$ cat src/rtl/pulse_seq_if.sv
// Control and converter-side signal bundle for the pulse sequencer.
// The master drives trigger/counts and observes the sequencer outputs; the slave is the sequencer.
interface pulse_seq_if #(
  parameter int TX_W = 14,
  parameter int RX_W = 16
);
  logic            enable;
  logic            trig;
  logic [TX_W-1:0] txsmps;
  logic [RX_W-1:0] rxsmps;
  logic [7:0]      lead;
  logic [7:0]      lag;
  logic            pa_en;
  logic [TX_W-1:0] tx_addr;
  logic            tx_valid;
  logic            rx_gate;
  logic [RX_W-1:0] rx_idx;
  logic            busy;
  logic            done;
  logic [15:0]     missed;

  modport master (
    output enable, trig, txsmps, rxsmps, lead, lag,
    input  pa_en, tx_addr, tx_valid, rx_gate, rx_idx, busy, done, missed
  );

  modport slave (
    input  enable, trig, txsmps, rxsmps, lead, lag,
    output pa_en, tx_addr, tx_valid, rx_gate, rx_idx, busy, done, missed
  );
endinterface

$ cat src/rtl/pulse_seq.sv
// Per-trigger TX/RX sequencer: PA lead-in, DAC address sweep, PA lag-out, and an
// independent ADC receive window that may outlast the PA phase (DRAIN).
module pulse_seq #(
  parameter int TX_W = 14,
  parameter int RX_W = 16
) (
  input logic         clk,
  input logic         rstn,
  pulse_seq_if.slave  bus
);

  typedef enum logic [2:0] {
    ST_IDLE  = 3'd0,
    ST_LEAD  = 3'd1,
    ST_TX    = 3'd2,
    ST_LAG   = 3'd3,
    ST_DRAIN = 3'd4
  } state_t;

  localparam logic [TX_W-1:0] TX_ONE = TX_W'(1);
  localparam logic [RX_W-1:0] RX_ONE = RX_W'(1);

  state_t          state_r, state_s;
  logic [7:0]      ph_cnt_r, ph_cnt_s;
  logic [TX_W-1:0] tx_len_r, tx_len_s;
  logic [RX_W-1:0] rx_len_r, rx_len_s;
  logic [7:0]      lead_r, lead_s;
  logic [7:0]      lag_r, lag_s;
  logic            pa_en_r, pa_en_s;
  logic            tx_valid_r, tx_valid_s;
  logic [TX_W-1:0] tx_addr_r, tx_addr_s;
  logic            rx_gate_r, rx_gate_s;
  logic [RX_W-1:0] rx_idx_r, rx_idx_s;
  logic            busy_r, busy_s;
  logic            done_r, done_s;
  logic [15:0]     missed_r, missed_s;
  logic [TX_W-1:0] tx_last_s;
  logic [RX_W-1:0] rx_last_s;
  logic            abort_s;

  // Counters compare against latched length minus one; only used when the length is non-zero.
  assign tx_last_s = tx_len_r - TX_ONE;
  assign rx_last_s = rx_len_r - RX_ONE;
  assign abort_s   = (state_r != ST_IDLE) && !bus.enable;

  // Next-state and next-output logic for the sequencer and the rx window.
  always_comb begin
    state_s    = state_r;
    ph_cnt_s   = ph_cnt_r;
    tx_len_s   = tx_len_r;
    rx_len_s   = rx_len_r;
    lead_s     = lead_r;
    lag_s      = lag_r;
    pa_en_s    = pa_en_r;
    tx_valid_s = tx_valid_r;
    tx_addr_s  = tx_addr_r;
    rx_gate_s  = rx_gate_r;
    rx_idx_s   = rx_idx_r;
    done_s     = 1'b0;

    if (abort_s) begin
      state_s    = ST_IDLE;
      ph_cnt_s   = 8'd0;
      pa_en_s    = 1'b0;
      tx_valid_s = 1'b0;
      tx_addr_s  = '0;
      rx_gate_s  = 1'b0;
      rx_idx_s   = '0;
    end else begin
      // The rx window runs on its own once opened, regardless of the PA/tx phase.
      if (rx_gate_r) begin
        if (rx_idx_r == rx_last_s) begin
          rx_gate_s = 1'b0;
          rx_idx_s  = '0;
        end else begin
          rx_idx_s = rx_idx_r + RX_ONE;
        end
      end else begin
        rx_idx_s = '0;
      end

      case (state_r)
        ST_IDLE: begin
          if (bus.enable && bus.trig) begin
            state_s  = ST_LEAD;
            ph_cnt_s = 8'd0;
            tx_len_s = bus.txsmps;
            rx_len_s = bus.rxsmps;
            lead_s   = bus.lead;
            lag_s    = bus.lag;
            pa_en_s  = 1'b1;
          end else begin
            state_s = ST_IDLE;
          end
        end
        ST_LEAD: begin
          if (ph_cnt_r == lead_r) begin
            ph_cnt_s = 8'd0;
            if (tx_len_r != '0) begin
              state_s    = ST_TX;
              tx_valid_s = 1'b1;
              tx_addr_s  = '0;
            end else begin
              state_s = ST_LAG;
            end
            if (rx_len_r != '0) begin
              rx_gate_s = 1'b1;
              rx_idx_s  = '0;
            end else begin
              rx_gate_s = 1'b0;
            end
          end else begin
            ph_cnt_s = ph_cnt_r + 8'd1;
          end
        end
        ST_TX: begin
          if (tx_addr_r == tx_last_s) begin
            state_s    = ST_LAG;
            tx_valid_s = 1'b0;
            tx_addr_s  = '0;
            ph_cnt_s   = 8'd0;
          end else begin
            tx_addr_s = tx_addr_r + TX_ONE;
          end
        end
        ST_LAG: begin
          if (ph_cnt_r == lag_r) begin
            pa_en_s  = 1'b0;
            ph_cnt_s = 8'd0;
            if (rx_gate_s) begin
              state_s = ST_DRAIN;
            end else begin
              state_s = ST_IDLE;
              done_s  = 1'b1;
            end
          end else begin
            ph_cnt_s = ph_cnt_r + 8'd1;
          end
        end
        ST_DRAIN: begin
          if (!rx_gate_s) begin
            state_s = ST_IDLE;
            done_s  = 1'b1;
          end else begin
            state_s = ST_DRAIN;
          end
        end
        default: begin
          state_s    = ST_IDLE;
          ph_cnt_s   = 8'd0;
          pa_en_s    = 1'b0;
          tx_valid_s = 1'b0;
          tx_addr_s  = '0;
          rx_gate_s  = 1'b0;
          rx_idx_s   = '0;
        end
      endcase
    end

    busy_s = (state_s != ST_IDLE);

    if (bus.trig && (state_r != ST_IDLE) && (missed_r != 16'hFFFF)) begin
      missed_s = missed_r + 16'd1;
    end else begin
      missed_s = missed_r;
    end
  end

  // State, latched pulse parameters and registered outputs.
  always_ff @(posedge clk or negedge rstn) begin
    if (!rstn) begin
      state_r    <= ST_IDLE;
      ph_cnt_r   <= 8'd0;
      tx_len_r   <= '0;
      rx_len_r   <= '0;
      lead_r     <= 8'd0;
      lag_r      <= 8'd0;
      pa_en_r    <= 1'b0;
      tx_valid_r <= 1'b0;
      tx_addr_r  <= '0;
      rx_gate_r  <= 1'b0;
      rx_idx_r   <= '0;
      busy_r     <= 1'b0;
      done_r     <= 1'b0;
      missed_r   <= 16'd0;
    end else begin
      state_r    <= state_s;
      ph_cnt_r   <= ph_cnt_s;
      tx_len_r   <= tx_len_s;
      rx_len_r   <= rx_len_s;
      lead_r     <= lead_s;
      lag_r      <= lag_s;
      pa_en_r    <= pa_en_s;
      tx_valid_r <= tx_valid_s;
      tx_addr_r  <= tx_addr_s;
      rx_gate_r  <= rx_gate_s;
      rx_idx_r   <= rx_idx_s;
      busy_r     <= busy_s;
      done_r     <= done_s;
      missed_r   <= missed_s;
    end
  end

  assign bus.pa_en    = pa_en_r;
  assign bus.tx_addr  = tx_addr_r;
  assign bus.tx_valid = tx_valid_r;
  assign bus.rx_gate  = rx_gate_r;
  assign bus.rx_idx   = rx_idx_r;
  assign bus.busy     = busy_r;
  assign bus.done     = done_r;
  assign bus.missed   = missed_r;

endmodule

$ cat src/flat_wrapper.sv
// flat-port wrapper written by rule: the top's interface ports become plain ports
module pulse_seq_flat 
#(
  parameter int TX_W = 14,
  parameter int RX_W = 16
)
  (clk, rstn, bus_enable, bus_trig, bus_txsmps, bus_rxsmps, bus_lead, bus_lag, bus_pa_en, bus_tx_addr, bus_tx_valid, bus_rx_gate, bus_rx_idx, bus_busy, bus_done, bus_missed);
  pulse_seq_if #(.TX_W(TX_W), .RX_W(RX_W)) bus_i ();
  input logic clk;
  input logic rstn;
  input wire logic [$bits(bus_i.enable)-1:0] bus_enable;
  input wire logic [$bits(bus_i.trig)-1:0] bus_trig;
  input wire logic [$bits(bus_i.txsmps)-1:0] bus_txsmps;
  input wire logic [$bits(bus_i.rxsmps)-1:0] bus_rxsmps;
  input wire logic [$bits(bus_i.lead)-1:0] bus_lead;
  input wire logic [$bits(bus_i.lag)-1:0] bus_lag;
  output wire logic [$bits(bus_i.pa_en)-1:0] bus_pa_en;
  output wire logic [$bits(bus_i.tx_addr)-1:0] bus_tx_addr;
  output wire logic [$bits(bus_i.tx_valid)-1:0] bus_tx_valid;
  output wire logic [$bits(bus_i.rx_gate)-1:0] bus_rx_gate;
  output wire logic [$bits(bus_i.rx_idx)-1:0] bus_rx_idx;
  output wire logic [$bits(bus_i.busy)-1:0] bus_busy;
  output wire logic [$bits(bus_i.done)-1:0] bus_done;
  output wire logic [$bits(bus_i.missed)-1:0] bus_missed;
  assign bus_i.enable = bus_enable;
  assign bus_i.trig = bus_trig;
  assign bus_i.txsmps = bus_txsmps;
  assign bus_i.rxsmps = bus_rxsmps;
  assign bus_i.lead = bus_lead;
  assign bus_i.lag = bus_lag;
  assign bus_pa_en = bus_i.pa_en;
  assign bus_tx_addr = bus_i.tx_addr;
  assign bus_tx_valid = bus_i.tx_valid;
  assign bus_rx_gate = bus_i.rx_gate;
  assign bus_rx_idx = bus_i.rx_idx;
  assign bus_busy = bus_i.busy;
  assign bus_done = bus_i.done;
  assign bus_missed = bus_i.missed;
  pulse_seq #(.TX_W(TX_W), .RX_W(RX_W)) u_core (.clk(clk), .rstn(rstn), .bus(bus_i));
endmodule
$ cat config.mk
export PLATFORM = sky130hd
export DESIGN_NAME = pulse_seq_flat
export DESIGN_NICKNAME = d
export VERILOG_FILES = /design/src/rtl/pulse_seq_if.sv /design/src/rtl/pulse_seq.sv /design/src/flat_wrapper.sv
export SDC_FILE = /design/constraint.sdc
export NUM_CORES = 1
export LEC_CHECK = 0
export BUFFER_PORTS_ARGS = -buffer_cell sky130_fd_sc_hd__buf_2
export CAP_MARGIN = 10
export CORE_ASPECT_RATIO = 0.8
export CORE_MARGIN = 2
export CORE_UTILIZATION = 61
export DETAILED_ROUTE_END_ITERATION = 6
export PLACE_DENSITY = 0.95
export RECOVER_POWER = 25
export SLEW_MARGIN = 20
export SYNTH_ARGS = -nofsm -noshare
export SYNTH_HDL_FRONTEND = slang
export SYNTH_SLANG_ARGS = --single-unit
$ cat constraint.sdc
create_clock -name clk -period 4.5 [get_ports clk]
set_input_delay 0.45 -clock clk [delete_from_list [all_inputs] [get_ports clk]]
set_output_delay 0.45 -clock clk [all_outputs]
set_load 0.03 [all_outputs]
---- Yosys cells after proc, flatten, opt, wreduce, memory -nomap -nowiden ----
Index checks and enable logic that the tools add are counted.
word-level totals
  ROM bits ................................ 0
  logic and storage cells ................. 101
  memories kept ........................... 0
  bits of input ports ..................... 50
  latch bits .............................. 0
  output and inout port bits .............. 51
  register bits ........................... 108
  bits in writable memories ............... 0
operators by class
  bitwise logic cells ..................... 1
  add/subtract/negate cells ............... 6
  reductions and logical operators ........ 18
  order comparisons ....................... 0
  mux-type cells .......................... 45
  multiply operators ...................... 0
  div/mod/pow operators ................... 0
  eq/ne operators ......................... 17
  shifts and indexed selects .............. 0
operator list
  kind                                                  number
  2-to-1 mux 16 bit                                     5
  2-to-1 mux 14 bit                                     4
  case mux 14 bit (3 select lines)                      1
  2-to-1 mux 8 bit                                      5
  case mux 8 bit (5 select lines)                       1
  adder 16 x 1 -> 16 bit (second input constant)        2
  case mux 16 bit (2 select lines)                      1
  2-to-1 mux 1 bit                                      18
  equality test 16 bit                                  1
  equality test 8 bit                                   2
  != test 16 bit (second input constant)                1
  nonzero test 16 bit                                   1
  subtractor 16 x 1 -> 16 bit (second input constant)   1
  2-to-1 mux 3 bit                                      5
  != test 3 x 1 -> 1 bit (second input constant)        5
  case mux 3 bit (5 select lines)                       1
  adder 14 x 1 -> 14 bit (second input constant)        1
  equality test 14 bit                                  1
  nonzero test 14 bit                                   1
  subtractor 14 x 1 -> 14 bit (second input constant)   1
  AND reduction 3 bit                                   4
  adder 8 x 1 -> 8 bit (second input constant)          1
  equality test 3 x 2 -> 1 bit (second input constant)  2
  != test 2 x 1 -> 1 bit (second input constant)        3
  12 further kinds                                      19

---- Logic depth before layout (Yosys ltp) ----
  depth in word-level cells ............... 10
  mapped depth ............................ 10
  mapped depth without buffers ............ 9

---- Least setup slack after synthesis ----
Ideal clock, no wire load.
  path kind ............................... reg2reg
  start point ............................. reg u_core.rx_len_r[0]
  end point ............................... reg u_core.rx_idx_r[0], in the netlist u_core.bus.rx_idx[0]
  setup time .............................. 136 ps
  path slack .............................. 1908 ps
  stages on the path, launching flop included .. 11
  period minus slack after synthesis ...... 2592 ps
  arrival time ............................ 2456 ps
  path buffers ............................ 1
  required time ........................... 4364 ps
  path through ............................ dfrtp_1 inv_1 ha_1 nor4b_2 nand4_1 xnor2_1 a2111oi_0 o2111ai_2 o211ai_2 buf_6 nor2_1
on the way
  cells in the longest elaborated chain, start to end .. 8
  elaborated cells between the ends (all ways) .. 9
RTL lines
  item                                RTL line          RTL
  start, declared                     pulse_seq.sv:26   logic [RX_W-1:0] rx_len_r, rx_len_s;
  start signal, assigned              pulse_seq.sv:190  rx_len_r <= rx_len_s;
  subtractor 16 x 1 -> 16 bit         pulse_seq.sv:43   assign rx_last_s = rx_len_r - RX_ONE;
  equality test 16 bit                pulse_seq.sv:72   if (rx_idx_r == rx_last_s) begin
  2-to-1 mux 16 bit                   pulse_seq.sv:72
  2-to-1 mux 16 bit                   pulse_seq.sv:71   if (rx_gate_r) begin
  2-to-1 mux 16 bit                   pulse_seq.sv:106  if (rx_len_r != '0) begin
  2-to-1 mux 16 bit                   pulse_seq.sv:97   if (ph_cnt_r == lead_r) begin
  case mux 16 bit (2 select lines) *  pulse_seq.sv:82   case (state_r)
  2-to-1 mux 16 bit *                 pulse_seq.sv:61   if (abort_s) begin
  named net u_core.rx_idx_s[0]        pulse_seq.sv:33   logic [RX_W-1:0] rx_idx_r, rx_idx_s;
  end signal, assigned                pulse_seq.sv:197  rx_idx_r <= rx_idx_s;
  end, declared                       pulse_seq.sv:33
The timed path passes the listed nets; every way through them passes the cells marked *.
A chain may end at the register's enable or synchronous reset.

==> impl_metrics.yaml <==
critical_path:
  path_cells: "clkbuf_1 -> buf_4"
  arrival_ns: 3.73
  critPathCaptureType: "asynchronous set/reset pin"
  cp.depth: 2
  setup.worst_path.start_class: "input port"
  worstSetupPathType: "input port to asynchronous set/reset pin"
  reg2reg_to: "u_core.bus.rx_idx[10]"
  r2r_slack_ns: 1.23
  max_stage_delay_ns: 2.45
  cp_top_family: "buffers and inverters"
  r2r_cells: 9
  endpoint: "u_core.rx_len_r[7]"
  critPathLaunch: "rstn"
  worst-path-buf-inv: 2
  required_ns: 4.96
  r2r-start: "u_core.rx_len_r[0]"
  crit_slowest_cell: "clkbuf_1"
  path_max_fanout: 67
clock_network:
  cts_tree: "built"
  cts_buffers: 9
  clkLatencyLatePin_ns: 0.35
  cts-htree-levels: 3
  cts_buffer_depth: 2
  ctsResizeCount: 0
  cts_setup_buffers: 0
  cts_sinks: 108
  clkSlewWorstSetupHoldPaths_ns: 0.07
  clockRootBuffer: "clkbuf_16"
  cts_hold_buf: 0
final_layout:
  fillers: 733
  fin_nets: 759
  drive_gt1_frac: 0.253
  seq_area_mm2: 0.00270
  final_common_cell: "dfrtp_1"
  layout_common_cells: "dfrtp_1, buf_2, nor2_1, xor2_1"
  multiInputGateArea_mm2: 0.00323
  area_growth_pct: 13.9
  stdcell_area_mm2: 0.00700
  diodes: 0
detailed_routing:
  via_per_inst: 6.08
  finalWirelength_um: 14700
  route.vias.total: 5129
  post-route-drc-count: 0
  wire_per_inst_um: 17.4
  drtIter0Drc: 453
  postRouteAntennaNets: 0
  first_pass_iters: 5
synth:
  synth_nets: 675
  yosysWarnings: 0
  syn-instance-count: 619
  synth_edf_count: 0
  synth_top_flop_cell: "dfrtp_1"
  ys_types: 57
  synthArstFlopShare: 1.00
  ys_seq_area_frac: 0.440
  synth_seq_cells: 108
  syn_area_per_cell_um2: 9.93
  netlist_area_mm2: 0.00615
run_status:
  violations: "capacitance limit, slew limit"
  status: "complete, but fails checks"
job:
  max-cap-violations: 1
hold_path:
  hp-class: "input port to register"
timing:
  skew_ns: 0.0136
  fin_crit_ns: 3.27
  relSlewSlack: -1.35
  setup_viol: 0
  rsz0062_at_grt: "false"
  worst-slew-pin-transition_ns: 3.53
  hold_viol: 0
  slew_viol_final: 68
  setup_tns_ns: 0
  max_freq_mhz: 306
  fin_crit_sh: 0.727
floorplan:
  start_util: 0.632
  rows: 32
  die_y_um: 93.8
  die_w_um: 116
  die_area_mm2: 0.0109
  io_pins: 101
  core_mm2: 0.00973
pwr:
  switching_power_uw: 931
  clockPowerShare: 0.281
  ir_worst_vdd_v: 0.000336
  p_comb_frac: 0.243
  intPower_uw: 1770
  leakagePower_uw: 0.00311
  power.density_mw_per_mm2: 385
  switching_share: 0.345
  seqPwrFrac: 0.476
placement:
  io_buffers: 100
  gp_congestion: 0.953
  place_area_mm2: 0.00671
  dp_hpwl_um: 10700
grt:
  grt_overflow: 0
  grt_start_max_net_pins: 68
  grt_pass1_vias: 4929
  grtUsageTotal: 0.279
  grt_antenna_before_repair: 0
  grt_first_pass_wirelength_um: 23600
sequential cells by signal, summed over array words and instances (netlist names):
name / count
u_core.bus.missed: 16
u_core.bus.rx_idx: 16
u_core.rx_len_r: 16
u_core.bus.tx_addr: 14
u_core.tx_len_r: 14
u_core.lag_r: 8
u_core.lead_r: 8
u_core.ph_cnt_r: 8
u_core.state_r: 3
u_core.bus.busy: 1
u_core.bus.done: 1
u_core.bus.pa_en: 1
u_core.bus.rx_gate: 1
u_core.bus.tx_valid: 1
synth_stat cells (all sizes together), types with 2 or more instances:
cell,number,area [um^2]
a2111oi,5,63.8
a21boi,2,18.8
a21oi,15,75.1
a22o,4,35.0
a22oi,2,20.0
a31oi,18,113
a32o,5,50.1
a41oi,3,26.3
and2,3,18.8
and3,13,81.3
and4,2,17.5
buf,5,43.8
clkbuf,26,97.6
dfrtp,108,2700
ha,6,75.1
inv,22,82.6
mux2,44,495
mux2i,4,40.0
nand2,42,158
nand2b,2,12.5
nand3,35,175
nand3b,3,22.5
nand4,9,56.3
nand4b,4,35.0
nor2,52,195
nor2b,4,25.0
nor3,19,105
nor4,11,68.8
nor4b,3,32.5
o2111ai,3,38.8
o21ai,25,125
o22ai,2,18.8
o2bb2ai,3,26.3
o31a,2,17.5
or3,6,37.5
or4,7,52.6
or4b,2,27.5
xnor2,44,385
xor2,46,403
per-layer routing:
metal,wire length [um],vias to the layer above,track usage,share of wire
met2,6880,249,0.456,0.47
met5,0,-,0,0
met4,319,0,0.0843,0.022
met3,1340,36,0.0658,0.091
li1,-,2377,-,-
met1,6140,2467,0.369,0.42
area by class of cell:
type                       instances  share of cell area
timing repair buffer             104              0.0756
multi-input combinational        458               0.461
inverter                          22              0.0118
tap                              136              0.0243
sequential                       108               0.386
clock buffer                       9              0.0322
clock inverter                     7             0.00858
worst min-delay path by stage:
| stage | end | from | cells past startpoint | slack (ns) |
|---|---|---|---|---|
| final | u_core.tx_len_r[0] | bus_txsmps[0] | 3 | 0.32 |
| after global routing | u_core.lead_r[5] | bus_lead[5] | 2 | 0.32 |
| after CTS | u_core.ph_cnt_r[2] | rstn | 1 | 0.23 |
| after detailed placement | u_core.bus.missed[9] | u_core.bus.missed[9] | 1 | 0.49 |
| after global placement | u_core.bus.missed[15] | u_core.bus.missed[15] | 1 | 0.48 |
| after floorplan | u_core.bus.busy | rstn | 0 | 0.15 |
power by group through the flow:
| stage | combinational (uW) | sequential, uW | clock [uW] |
|---|---|---|---|
| 6_report | 656 | 1280 | 757 |
| 5_1_grt | 724 | 1300 | 811 |
| 4_1_cts | 655 | 1280 | 769 |
| 3_5_place_dp | 647 | 1300 | 0 |
| 3_3_place_gp | 614 | 1280 | 0 |
| 2_1_floorplan | 464 | 1290 | 0 |
through the flow:
stage	instances	total power [uW]	utilization	setup WS [ns]	hold WS, ns
final	844	2700	0.719	1.23	0.318
after global routing	844	2840	0.719	0.517	0.315
after CTS	844	2700	0.719	1.31	0.229
after detailed placement	828	1950	0.690	1.33	0.494
after global placement	828	1900	0.690	1.60	0.476
after floorplan	619	1750	-	1.91	0.154
cells by family (layout without fill, tap and decap cells):
family / count (synthesis) / in the layout / synth area share
AO/OA/AOI/OAI: 96 / 96 / 0.113
XOR/XNOR: 90 / 90 / 0.128
adder cells (fa/ha/maj): 6 / 6 / 0.0122
buffers and inverters: 53 / 142 / 0.0364
flip-flops: 108 / 108 / 0.440
multiplexers: 48 / 48 / 0.0871
AND/OR/NAND/NOR: 218 / 218 / 0.183
Power figures use the tool's default switching activity.
